<file path="src/rtl/micro_sequencer.sv">
// micro_sequencer
//   Microprogram sequencer for the multi-cycle CPU control path. Holds the
//   current microaddress, drives it to an asynchronous microcode ROM, passes
//   the control field of the returned word straight through, and picks the
//   next microaddress with a 4-way branch on two selected condition inputs.
//   Opcodes: BRANCH, CALL, RET, HALT.
//
// Build option:
//   USEQ_STACK_EN  defined   -> return stack implemented (CALL pushes, RET pops,
//                               depth and sticky stack_err live).
//                  undefined -> no stack; CALL acts as BRANCH, RET jumps to
//                               RESET_ADDR, depth/stack_err tied to 0.
//
// Ports:
//   clk        rising-edge clock
//   reset      asynchronous active-high reset
//   cond       NCOND condition inputs
//   stall      freeze uaddr/stack/depth/stack_err for this cycle
//   uaddr      registered current microaddress (to ROM)
//   uinstr     microinstruction read at uaddr (same cycle)
//   ctrl       control field of uinstr, combinational
//   halted     current opcode is HALT
//   stack_err  sticky overflow/underflow flag
//   depth      return-stack occupancy
//
// Microinstruction layout, MSB..LSB: OP[1:0] SELA SELB N00 N01 N10 N11 CTRL
module micro_sequencer #(
  parameter int ADDR_W      = 4,
  parameter int NCOND       = 4,
  parameter int CTRL_W      = 22,
  parameter int STACK_DEPTH = 4,
  parameter int RESET_ADDR  = 0,
  localparam int SEL_W = $clog2(NCOND),
  localparam int UW    = 2 + 2*SEL_W + 4*ADDR_W + CTRL_W,
  localparam int DW    = $clog2(STACK_DEPTH+1)
) (
  input  logic              clk,
  input  logic              reset,
  input  logic [NCOND-1:0]  cond,
  input  logic              stall,
  output logic [ADDR_W-1:0] uaddr,
  input  logic [UW-1:0]     uinstr,
  output logic [CTRL_W-1:0] ctrl,
  output logic              halted,
  output logic              stack_err,
  output logic [DW-1:0]     depth
);

  typedef enum logic [1:0] {
    OP_BR   = 2'b00,
    OP_CALL = 2'b01,
    OP_RET  = 2'b10,
    OP_HALT = 2'b11
  } op_t;

  localparam logic [ADDR_W-1:0] RA = ADDR_W'(RESET_ADDR);

  op_t                        op;
  logic [SEL_W-1:0]           sela;
  logic [SEL_W-1:0]           selb;
  logic [3:0][ADDR_W-1:0]     nfld;   // [3]=N00 .. [0]=N11
  logic [1:0]                 b;
  logic [ADDR_W-1:0]          tgt;

  assign op     = op_t'(uinstr[UW-1 -: 2]);
  assign sela   = uinstr[UW-3 -: SEL_W];
  assign selb   = uinstr[UW-3-SEL_W -: SEL_W];
  assign nfld   = uinstr[CTRL_W +: 4*ADDR_W];
  assign ctrl   = uinstr[CTRL_W-1:0];
  assign halted = (op == OP_HALT);

  // N00 sits in the top slot, so b=00 selects slot 3: slot index is ~b.
  assign b   = {cond[sela], cond[selb]};
  assign tgt = nfld[~b];

`ifdef USEQ_STACK_EN
  localparam int IW = (STACK_DEPTH > 1) ? $clog2(STACK_DEPTH) : 1;

  logic [STACK_DEPTH-1:0][ADDR_W-1:0] stk;
  logic [DW-1:0]     dep;
  logic              err;
  logic              full;
  logic              empty;
  logic [DW-1:0]     top_idx;
  logic [ADDR_W-1:0] uaddr_inc;

  assign full      = (dep == DW'(STACK_DEPTH));
  assign empty     = (dep == '0);
  assign top_idx   = dep - 1'b1;
  assign uaddr_inc = uaddr + 1'b1;   // wraps mod 2^ADDR_W
  assign depth     = dep;
  assign stack_err = err;

  always_ff @(posedge clk or posedge reset) begin
    if (reset) begin
      uaddr <= RA;
      dep   <= '0;
      err   <= 1'b0;
    end else if (!stall) begin
      case (op)
        OP_BR:   uaddr <= tgt;
        OP_CALL: begin
          uaddr <= tgt;              // jump is taken even when the push is dropped
          if (full) err <= 1'b1;
          else      dep <= dep + 1'b1;
        end
        OP_RET: begin
          if (empty) begin
            uaddr <= RA;
            err   <= 1'b1;
          end else begin
            uaddr <= stk[top_idx[IW-1:0]];
            dep   <= dep - 1'b1;
          end
        end
        OP_HALT: uaddr <= uaddr;
        default: uaddr <= uaddr;
      endcase
    end
  end

  // Stack storage needs no reset: depth alone defines what is live.
  always_ff @(posedge clk) begin
    if (!stall && !reset && op == OP_CALL && !full)
      stk[dep[IW-1:0]] <= uaddr_inc;
  end
`else
  assign depth     = '0;
  assign stack_err = 1'b0;

  always_ff @(posedge clk or posedge reset) begin
    if (reset) begin
      uaddr <= RA;
    end else if (!stall) begin
      case (op)
        OP_BR,
        OP_CALL: uaddr <= tgt;
        OP_RET:  uaddr <= RA;
        OP_HALT: uaddr <= uaddr;
        default: uaddr <= uaddr;
      endcase
    end
  end
`endif

endmodule

</file>
<file path="config.mk">
export PLATFORM = sky130hd
export DESIGN_NAME = micro_sequencer
export DESIGN_NICKNAME = d
export VERILOG_FILES = /design/src/rtl/micro_sequencer.sv
export SDC_FILE = /design/constraint.sdc
export NUM_CORES = 1
export LEC_CHECK = 0
export ABC_AREA = 1
export BUFFER_PORTS_ARGS = -buffer_cell sky130_fd_sc_hd__clkbuf_2
export CAP_MARGIN = 5
export CORE_MARGIN = 2
export CORE_UTILIZATION = 30
export CTS_CLUSTER_SIZE = 40
export DETAILED_ROUTE_END_ITERATION = 8
export PLACE_DENSITY = 0.77
export SLEW_MARGIN = 20
export SYNTH_ARGS = -nofsm -noshare
export SYNTH_HDL_FRONTEND = slang
export SYNTH_SLANG_ARGS = --single-unit
</file>
<file path="constraint.sdc">
create_clock -name clk -period 2.1 [get_ports clk]
set_clock_uncertainty 0.2 [all_clocks]
set_input_delay 0 -clock clk [delete_from_list [all_inputs] [get_ports clk]]
set_output_delay 0 -clock clk [all_outputs]
set_load 0.02 [all_outputs]
</file>
==> results.sh <==
export IMPL_outcome="finished clean"
export IMPL_grt_pass1_vias=732
export IMPL_setup_tns_ns=0
export IMPL_hold_class="in -> reg"
export IMPL_fill_cells=190
export IMPL_pin_count=82
export IMPL_largest_reg_flops=4
export IMPL_dp_slack_ns=0.986
export IMPL_grt_max_degree=10
export IMPL_num_rows=16
export IMPL_vdd_drop_max_v=0.000192
export IMPL_drtIter0Drc=6
export IMPL_p_leak_nw=0.556
export IMPL_final_util_pct=55.5
export IMPL_ys_warn_count=0
export IMPL_synthCells=91
export IMPL_place_congestion=0.815
export IMPL_cp_required_ns=2.08
export IMPL_drc=0
export IMPL_final_area_um2=1070
export IMPL_final_antenna_net_count=0
export IMPL_met3_usage_pct=3.40
export IMPL_total_power_mw=0.455
export IMPL_synth_edf_count=0
export IMPL_grt_ovfl_total=0
export IMPL_drt_wirelength_per_cell_um=10.9
export IMPL_core_area_um2=1920
export IMPL_synth_top_area_share_pct=32.6
export IMPL_cts_tree="done"
export IMPL_grt_usage_pct=16.4
export IMPL_vias=795
export IMPL_fp_dieArea_um2=2370
export IMPL_die_x_um=48.7
export IMPL_synth_seq_area_share_pct=16.7
export IMPL_crit_type="in -> reg"
export IMPL_ys_seq_elements=4
export IMPL_dp_cells=128
export IMPL_synth_common_cells="buf_4, nand2_1, nand3_1"
export IMPL_finalWorstSetupSlack_ns=0.137
export IMPL_synth_area_top_cells="buf_4, nand3_1, dfrtp_1, nand2_1, nand3_4"
export IMPL_grtUsageMet2_pct=30.1
export IMPL_yosysTopAreaCell="buf_4"
export IMPL_drive_gt1_share_pct=29.3
export IMPL_cts_path_max_buffers=2
export IMPL_postPlaceCellArea_um2=614
export IMPL_endpoint_kind="flop"
export IMPL_top_regs="uaddr: 4 flops"
export IMPL_min_period_ns=1.96
export IMPL_cts_buffers_inserted=3
export IMPL_grt_pass1_wl_mm=2.97
export IMPL_htreeDepth=1
export IMPL_final_cells=174
export IMPL_start_util_pct=31.2
export IMPL_wirelength_mm=1.90
export IMPL_period_share_pct=93.5
export IMPL_rsz0062_at_grt="false"
export IMPL_setup_viol=0
export IMPL_netlist_area_um2=599
export IMPL_async_flop_share_pct=100
export IMPL_numPortBuffers=33
export IMPL_top_usage_layer="met2"
export IMPL_critPathMaxFanout=5
export IMPL_num_nets_final=200
export IMPL_diodes=0
export IMPL_drv_cap=0
export IMPL_report_final_slew_viol_count=0
export IMPL_largest_register="uaddr"
export IMPL_area_growth_pct=78.1
export IMPL_clockRootBuffer="clkbuf_4"
export IMPL_cp_arrival_ns=1.94
export IMPL_powerDensity_nw_per_um2=426
export IMPL_drt_pass1_iter_count=4
export IMPL_syn_avg_cell_area_um2=6.59
export IMPL_synth_cell_types=12
export IMPL_clk_pin_slew_worst_paths_ns=0.04
export IMPL_use_met1_pct=15.6
export IMPL_cp_start_kind="input port"
export IMPL_antenna_found_initial=0
export IMPL_finalHoldViolCount=0
export IMPL_die_h_um=48.7
export IMPL_clock_latency_ns=0.24
export IMPL_synth_main_ff_cell="dfrtp_1"
export IMPL_via_per_inst=4.57
export IMPL_max_freq_mhz=509
export IMPL_fin_hold_ws_ns=0.0485
export IMPL_hpwl_mm=1.18
export IMPL_cts_sink_count=4
==> path summary, 6_finish.rpt <==
kind                                 startpoint              endpoint  slack [ns]  depth (start not counted)
max reg2reg                uaddr[1]$_DFFE_PP0P_  uaddr[1]$_DFFE_PP0P_        1.24                          2
min reg2reg                uaddr[2]$_DFFE_PP0P_  uaddr[2]$_DFFE_PP0P_        0.30                          2
max                                  uinstr[43]  uaddr[1]$_DFFE_PP0P_        0.14                          9
min                                  uinstr[42]  uaddr[3]$_DFFE_PP0P_        0.05                          6
min in group asynchronous                 reset  uaddr[2]$_DFFE_PP0P_        0.53                          4
max in group asynchronous                 reset  uaddr[0]$_DFFE_PP0P_        1.01                          4
==> metal layers <==
metal / up-vias / routed length (um)
li1: 375 / -
met1: 355 / 686
met2: 55 / 985
met3: 10 / 151
met4: 0 / 80
met5: - / 0
==> worst max-delay path, stage by stage <==
cell,delay [ns]
dlygate4sd3_1,0.54
clkbuf_2,0.12
nand2_1,0.08
inv_2,0.04
or2_4,0.25
a21oi_2,0.10
dlygate4sd3_1,0.62
nand3_1,0.10
nand2_1,0.08
==> cell type report <==
class / instances / area, um2 / share of cell area (%)
Clock buffer: 3 / 22.5 / 2.11
Inverter: 7 / 26.3 / 2.46
Multi-Input combinational cell: 57 / 289 / 27.1
Sequential cell: 4 / 100 / 9.38
Tap cell: 27 / 33.8 / 3.17
Timing Repair Buffer: 76 / 596 / 55.8
==> report_power, final <==
| group | switching [mW] | internal [mW] |
|---|---|---|
| logic | 0.135 | 0.121 |
| registers | 0.00802 | 0.0907 |
| clock network | 0.0355 | 0.0642 |
| total | 0.179 | 0.276 |
==> cell usage in the layout (no fill, tap or decap) <==
master         netlist  routed
nand2_4              1       1
or2_4                1       1
clkbuf_4             0       3
conb_1               1       4
dfrtp_1              4       4
clkbuf_2             0      33
inv_1                5       5
nand3_4              2       2
nand3_1             21      21
nand2_1             26      26
inv_2                2       2
a21oi_2              1       1
nand3b_1             1       1
dlygate4sd3_1        0      43
==> logic make-up after synthesis <==
family	after synthesis	synth area share, %
compound gates	1	1.46
buf+inv	33	37.0
flops	4	16.7
simple gates	52	44.3
other cells	1	0.626
==> repair_timing <==
item | 4_1_cts | 5_1_grt
hold endpoints to repair | 30 | 0
resized for setup | 0 | 0
hold buffers | 43 | 0
setup buffers | 0 | 0
Note: power is estimated with default switching activity, not from simulation.
